File: src/rtl/bram_seq_ctrl.sv
// Sequencer for a single-port BRAM: writes seed+k patterns, reads them back, drains the read pipe.
// Optional read-back compare is enabled by defining BRAM_SEQ_CTRL_COMPARE_EN.
module bram_seq_ctrl #(
  parameter int unsigned DWIDTH     = 16,
  parameter int unsigned AWIDTH     = 12,
  parameter int unsigned RD_LATENCY = 1
) (
  input  logic              clk,
  input  logic              reset_n,
  input  logic              i_run,
  input  logic [1:0]        i_mode,
  input  logic [AWIDTH-1:0] i_base_addr,
  input  logic [AWIDTH-1:0] i_num_cnt,
  input  logic [DWIDTH-1:0] i_seed,
  output logic              o_idle,
  output logic              o_write,
  output logic              o_read,
  output logic              o_drain,
  output logic              o_done,
  output logic [AWIDTH-1:0] addr0,
  output logic              ce0,
  output logic              we0,
  output logic [DWIDTH-1:0] d0,
  input  logic [DWIDTH-1:0] q0,
  output logic              o_valid,
  output logic [DWIDTH-1:0] o_mem_data,
  output logic [AWIDTH-1:0] o_err_cnt,
  output logic              o_err
);

  localparam int unsigned DCW        = 3;
  localparam logic [1:0]  MODE_RD    = 2'b01;
  localparam logic [1:0]  MODE_WR_RD = 2'b10;
  localparam logic [1:0]  MODE_RSVD  = 2'b11;

  typedef enum logic [2:0] {
    S_IDLE  = 3'd0,
    S_WRITE = 3'd1,
    S_READ  = 3'd2,
    S_DRAIN = 3'd3,
    S_DONE  = 3'd4
  } state_t;

  state_t                r_state, w_state_nxt;
  logic [AWIDTH-1:0]     r_k, w_k_nxt;
  logic [DCW-1:0]        r_dcnt, w_dcnt_nxt;
  logic [1:0]            r_mode, w_mode_nxt;
  logic [AWIDTH-1:0]     r_base, w_base_nxt;
  logic [AWIDTH-1:0]     r_cnt, w_cnt_nxt;
  logic [DWIDTH-1:0]     r_seed, w_seed_nxt;
  logic                  w_last;

  logic                  r_idle, r_write, r_read, r_drain, r_done;
  logic                  r_ce0, r_we0;
  logic [AWIDTH-1:0]     r_addr0;
  logic [DWIDTH-1:0]     r_d0;
  logic                  w_ce0_nxt, w_we0_nxt;
  logic [AWIDTH-1:0]     w_addr0_nxt;
  logic [DWIDTH-1:0]     w_d0_nxt;
  logic [RD_LATENCY-1:0] r_vpipe;
  logic                  w_rd_issue;

  // Next-state, counters and the BRAM port values for the coming cycle
  always_comb begin
    w_state_nxt = r_state;
    w_k_nxt     = r_k;
    w_dcnt_nxt  = r_dcnt;
    w_mode_nxt  = r_mode;
    w_base_nxt  = r_base;
    w_cnt_nxt   = r_cnt;
    w_seed_nxt  = r_seed;
    w_last      = (r_k == r_cnt - AWIDTH'(1));

    case (r_state)
      S_IDLE: begin
        if (i_run && (i_mode != MODE_RSVD)) begin
          w_mode_nxt = i_mode;
          w_base_nxt = i_base_addr;
          w_cnt_nxt  = i_num_cnt;
          w_seed_nxt = i_seed;
          w_k_nxt    = '0;
          if (i_num_cnt == '0)
            w_state_nxt = S_DONE;
          else if (i_mode == MODE_RD)
            w_state_nxt = S_READ;
          else
            w_state_nxt = S_WRITE;
        end
      end
      S_WRITE: begin
        if (w_last) begin
          w_k_nxt     = '0;
          w_state_nxt = (r_mode == MODE_WR_RD) ? S_READ : S_DONE;
        end else begin
          w_k_nxt = r_k + AWIDTH'(1);
        end
      end
      S_READ: begin
        if (w_last) begin
          w_k_nxt     = '0;
          w_dcnt_nxt  = '0;
          w_state_nxt = S_DRAIN;
        end else begin
          w_k_nxt = r_k + AWIDTH'(1);
        end
      end
      S_DRAIN: begin
        // The last issued read surfaces on o_valid in the final drain cycle
        if (r_dcnt == DCW'(RD_LATENCY - 1))
          w_state_nxt = S_DONE;
        else
          w_dcnt_nxt = r_dcnt + DCW'(1);
      end
      S_DONE:  w_state_nxt = S_IDLE;
      default: w_state_nxt = S_IDLE;
    endcase

    w_ce0_nxt   = (w_state_nxt == S_WRITE) || (w_state_nxt == S_READ);
    w_we0_nxt   = (w_state_nxt == S_WRITE);
    w_addr0_nxt = w_ce0_nxt ? (w_base_nxt + w_k_nxt) : '0;
    w_d0_nxt    = w_we0_nxt ? (w_seed_nxt + DWIDTH'(w_k_nxt)) : '0;
  end

  always_ff @(posedge clk or negedge reset_n) begin
    if (!reset_n) begin
      r_state <= S_IDLE;
      r_k     <= '0;
      r_dcnt  <= '0;
      r_mode  <= '0;
      r_base  <= '0;
      r_cnt   <= '0;
      r_seed  <= '0;
      r_idle  <= 1'b1;
      r_write <= 1'b0;
      r_read  <= 1'b0;
      r_drain <= 1'b0;
      r_done  <= 1'b0;
      r_ce0   <= 1'b0;
      r_we0   <= 1'b0;
      r_addr0 <= '0;
      r_d0    <= '0;
    end else begin
      r_state <= w_state_nxt;
      r_k     <= w_k_nxt;
      r_dcnt  <= w_dcnt_nxt;
      r_mode  <= w_mode_nxt;
      r_base  <= w_base_nxt;
      r_cnt   <= w_cnt_nxt;
      r_seed  <= w_seed_nxt;
      r_idle  <= (w_state_nxt == S_IDLE);
      r_write <= (w_state_nxt == S_WRITE);
      r_read  <= (w_state_nxt == S_READ);
      r_drain <= (w_state_nxt == S_DRAIN);
      r_done  <= (w_state_nxt == S_DONE);
      r_ce0   <= w_ce0_nxt;
      r_we0   <= w_we0_nxt;
      r_addr0 <= w_addr0_nxt;
      r_d0    <= w_d0_nxt;
    end
  end

  // Read-valid pipeline matched to the BRAM read latency
  assign w_rd_issue = r_ce0 && !r_we0;

  always_ff @(posedge clk or negedge reset_n) begin
    if (!reset_n)
      r_vpipe <= '0;
    else
      r_vpipe <= RD_LATENCY'({r_vpipe, w_rd_issue});
  end

  assign o_idle     = r_idle;
  assign o_write    = r_write;
  assign o_read     = r_read;
  assign o_drain    = r_drain;
  assign o_done     = r_done;
  assign addr0      = r_addr0;
  assign ce0        = r_ce0;
  assign we0        = r_we0;
  assign d0         = r_d0;
  assign o_valid    = r_vpipe[RD_LATENCY-1];
  assign o_mem_data = q0;

`ifdef BRAM_SEQ_CTRL_COMPARE_EN
  logic [AWIDTH-1:0] r_j, w_j_nxt;
  logic [AWIDTH-1:0] r_err_cnt, w_err_cnt_nxt;
  logic              r_err;
  logic              w_accept;
  logic [DWIDTH-1:0] w_exp;

  assign w_accept = (r_state == S_IDLE) && i_run && (i_mode != MODE_RSVD);
  assign w_exp    = r_seed + DWIDTH'(r_j);

  // Returned word j is checked against seed+j; the error count saturates
  always_comb begin
    w_j_nxt       = r_j;
    w_err_cnt_nxt = r_err_cnt;
    if (w_accept) begin
      w_j_nxt       = '0;
      w_err_cnt_nxt = '0;
    end else if (o_valid) begin
      w_j_nxt = r_j + AWIDTH'(1);
      if ((q0 != w_exp) && (r_err_cnt != '1))
        w_err_cnt_nxt = r_err_cnt + AWIDTH'(1);
    end
  end

  always_ff @(posedge clk or negedge reset_n) begin
    if (!reset_n) begin
      r_j       <= '0;
      r_err_cnt <= '0;
      r_err     <= 1'b0;
    end else begin
      r_j       <= w_j_nxt;
      r_err_cnt <= w_err_cnt_nxt;
      r_err     <= (w_err_cnt_nxt != '0);
    end
  end

  assign o_err_cnt = r_err_cnt;
  assign o_err     = r_err;
`else
  assign o_err_cnt = '0;
  assign o_err     = 1'b0;
`endif

endmodule

File: config.mk
export PLATFORM = sky130hd
export DESIGN_NAME = bram_seq_ctrl
export DESIGN_NICKNAME = d
export VERILOG_FILES = /design/src/rtl/bram_seq_ctrl.sv
export SDC_FILE = /design/constraint.sdc
export NUM_CORES = 1
export LEC_CHECK = 0
export ABC_AREA = 1
export CORE_ASPECT_RATIO = 0.9
export CORE_MARGIN = 10
export CORE_UTILIZATION = 47
export DETAILED_ROUTE_END_ITERATION = 8
export PLACE_DENSITY_LB_ADDON = 0.05
export SETUP_SLACK_MARGIN = 0.15
export SLEW_MARGIN = 10
export SYNTH_ARGS = -nofsm -noshare
export SYNTH_HDL_FRONTEND = slang
export SYNTH_SLANG_ARGS = --single-unit
File: constraint.sdc
create_clock -name clk -period 2.8 [get_ports clk]
set_input_delay 0.7 -clock clk [delete_from_list [all_inputs] [get_ports clk]]
set_output_delay 0.7 -clock clk [all_outputs]
set_load 0.03 [all_outputs]
==> results.ini <==
[status]
status = finished with violations
violations = negative setup slack

[timing]
timing.fmax_mhz = 315
rsz0062_at_grt = yes
finalMaxSlewViolations = 0
timing.final.ws_setup_ns = -0.370
maxSlewHeadroom_pct = 51.3
skew_ns = 0.00700
tightest_slew_ns = 0.724
min_period_over_period_pct = 113
tns_ns = -5.58
hold_viol = 0
period_needed_ns = 3.17
fin_hold_ws_ns = 0.283
finalSetupViolCount = 24

[worst_setup_path]
cp_max_fo = 6
arrival_ns = 3.42
cpPeakStageDelay_ns = 0.36
crit_slowest_cell = dfrtp_1
cp.required_ns = 3.05
crit_chain = inv_2 > ha_4 > inv_2 > nand2_2 > nand2_2 > nor2_2 > nand2_1 > nor2_2 > nand3_1 > nor2_2 > nand3_4 > nand2_8 > buf_12 > o22ai_4 > ha_4 > nand2_1 > inv_2 > nand4_1 > nand2_2 > nand2_1 > a21oi_1 > nor2_1
crit_path_start_kind = register
end_kind = register
r2r_setup_slack_ns = -0.37
critPathKind = register to register

[cells_and_area]
instances_no_fill = 1171
final_area_um2 = 9110
fillCellCount = 894
fin_nets = 1092
synthToLayoutAreaGrowth_pct = 55.8
drive_above_1_share_pct = 37.1
final_cell_mix = nand2_1 (188), buf_4 (149), dfrtp_1 (92), clkdlybuf4s50_1 (79), inv_1 (76)
final_common_cell = nand2_1
antenna_cells = 0

[logic_synthesis]
synth_cell_types = 43
ys_seq_area_share_pct = 40.7
post_synth_instance_area_um2 = 5850
synthesis.instances = 783
ys_ff_latch = 95
yosys_warnings = 0
avgSynthCellArea_um2 = 7.47

[placed_design]
dp_hpwl_um = 13800
placedCellCount = 1134
place_congestion = 0.888
dpl_cell_area_um2 = 8070
portBuffers = 80

[pwr]
p_switching_mw = 5.04
power_frac_seq_pct = 19.5
p_leak_nw = 4.41
ir_drop_mv = 0.848
comb_power_share_pct = 68.3
p_clk_share_pct = 12.2
p_per_area_nw_per_um2 = 1220
swShare_pct = 45.3
p_int_mw = 6.09

[worst_hold_path]
hp-class = primary input to async pin

[die]
initial_core_util_pct = 48.3
die_h_um = 126
rows = 38
dieArea_um2 = 17300
io_pins = 126
dieWidth_um = 138
coreArea_um2 = 12100

[route]
viasPerCell = 5.09
vias = 5965
wire_per_inst_um = 16.2
drtIter0Drc = 304
antenna_left = 0
dr.pass1.iters = 6
wl_um = 18900
drc_errors = 0

[clock_tree]
cts_max_level = 3
ctsHoldBuffers = 0
clock-sinks = 95
clkTransAtPathRegs_ns = 0.07
clk_path_buf_depth = 2
cts-root-buf = clkbuf_16
clk_latency_ns = 0.36
tritoncts = built
cts_buffers = 9

[grt]
grt_usage_pct = 21.5
grt_max_degree = 43
antenna_found_initial = 0
first_global_vias = 6129
overflow = 0
grt_pass1_wl_um = 29800

[flow_run]
cap_violations = 0

Yosys cell counts, drive strengths merged:
cell    instances  share of area (%)
clkbuf          5               0.32
conb            1              0.064
o21ai          42                3.7
nor4            6               0.64
o22ai           5               0.53
a21boi          1               0.13
buf            35                4.3
and2            1               0.11
a21oi          38                3.3
inv            97                6.3
nand3          48                4.7
a211oi          1               0.13
nor3           12                1.5
nand3b          1               0.13
o32ai           1               0.15
dfrtp          94                 40
nand2         239                 16
xnor2           5               0.75
nand4           8               0.86
nor2           88                6.4
xor2           11                1.6
a21o            3               0.38
ha             25                5.3
o21a            1               0.13
or2            11                1.2
o211ai          2               0.26
dfstp           1               0.45
a31oi           1               0.11
layout make-up:
class	count	area [um2]	share of cell area, %
repair inverters	1	6.26	0.0687
clock inverters	7	96.3	1.06
inverters	97	369	4.05
repair buffers	239	2100	23.1
multi-input cells	563	3730	40.9
well taps	160	200	2.20
clock buffers	9	225	2.47
flip-flops and latches	95	2380	26.1
per-layer routing:
metal,up-vias,share of wire [%],global-route usage [%]
met5,-,0,0
met4,0,1.9,6.13
met3,42,6.3,6.04
met2,175,48,34.9
met1,2852,44,27.1
li1,2896,-,-
critical path: cells and delay by family (launching register included):
| family | cells | cell delay [ns] |
|---|---|---|
| flip-flops | 1 | 0.36 |
| AND/OR/NAND/NOR | 14 | 1.48 |
| buffers and inverters | 4 | 0.30 |
| adder cells (fa/ha/maj) | 2 | 0.60 |
| AO/OA/AOI/OAI | 2 | 0.29 |
power groups by stage:
stage	registers [mW]	logic, mW	clock network (mW)
finish	2.17	7.60	1.35
global placement	2.16	6.30	0
floorplan	2.48	3.24	0
CTS	2.16	6.95	1.39
global route	2.22	8.22	1.44
detailed placement	2.18	6.40	0
logic make-up (layout without fill, tap and decap cells):
group / count (synthesis) / in the layout / synth area share, %
xor+xnor: 16 / 16 / 2.40
buf+inv: 137 / 353 / 10.9
simple gates: 414 / 414 / 31.9
compound gates: 95 / 95 / 8.73
other cells: 1 / 13 / 0.0641
fa+ha+maj: 25 / 25 / 5.35
flops: 95 / 95 / 40.7
stage by stage:
stage	utilization (%)	total power, mW	setup slack, ns
detailed placement	66.5	8.58	-0.562
floorplan	-	5.72	0.0359
CTS	72.3	10.5	-0.186
finish	75.2	11.1	-0.370
global placement	66.5	8.45	-0.500
global route	75.2	11.9	-0.511
worst paths after layout:
kind                            startpoint       end  depth (start not counted)
worst max register to register    r_cnt[1]    d0[14]                         22
worst max-delay path              r_cnt[1]    d0[14]                         22
worst min-delay path               reset_n  r_cnt[5]                          1
min in group clk                       we0   o_valid                          1
max in group asynchronous          reset_n    o_idle                          2
worst min register to register         we0   o_valid                          1
registers in the layout (all words and copies together), names as in the netlist:
register	count
d0	16
r_seed	16
addr0	12
r_base	12
r_cnt	12
r_k	12
r_dcnt	3
r_state	3
r_mode	2
ce0	1
o_done	1
o_drain	1
o_idle	1
o_read	1
o_valid	1
we0	1
repair_timing:
item / 4_1_cts / 5_1_grt
pin swaps: 44 / 40
setup endpoints to repair: 28 / 32
gates cloned: 0 / 1
resized for setup: 60 / 79
setup buffers: 11 / 9
Power figures use the tool's default switching activity.
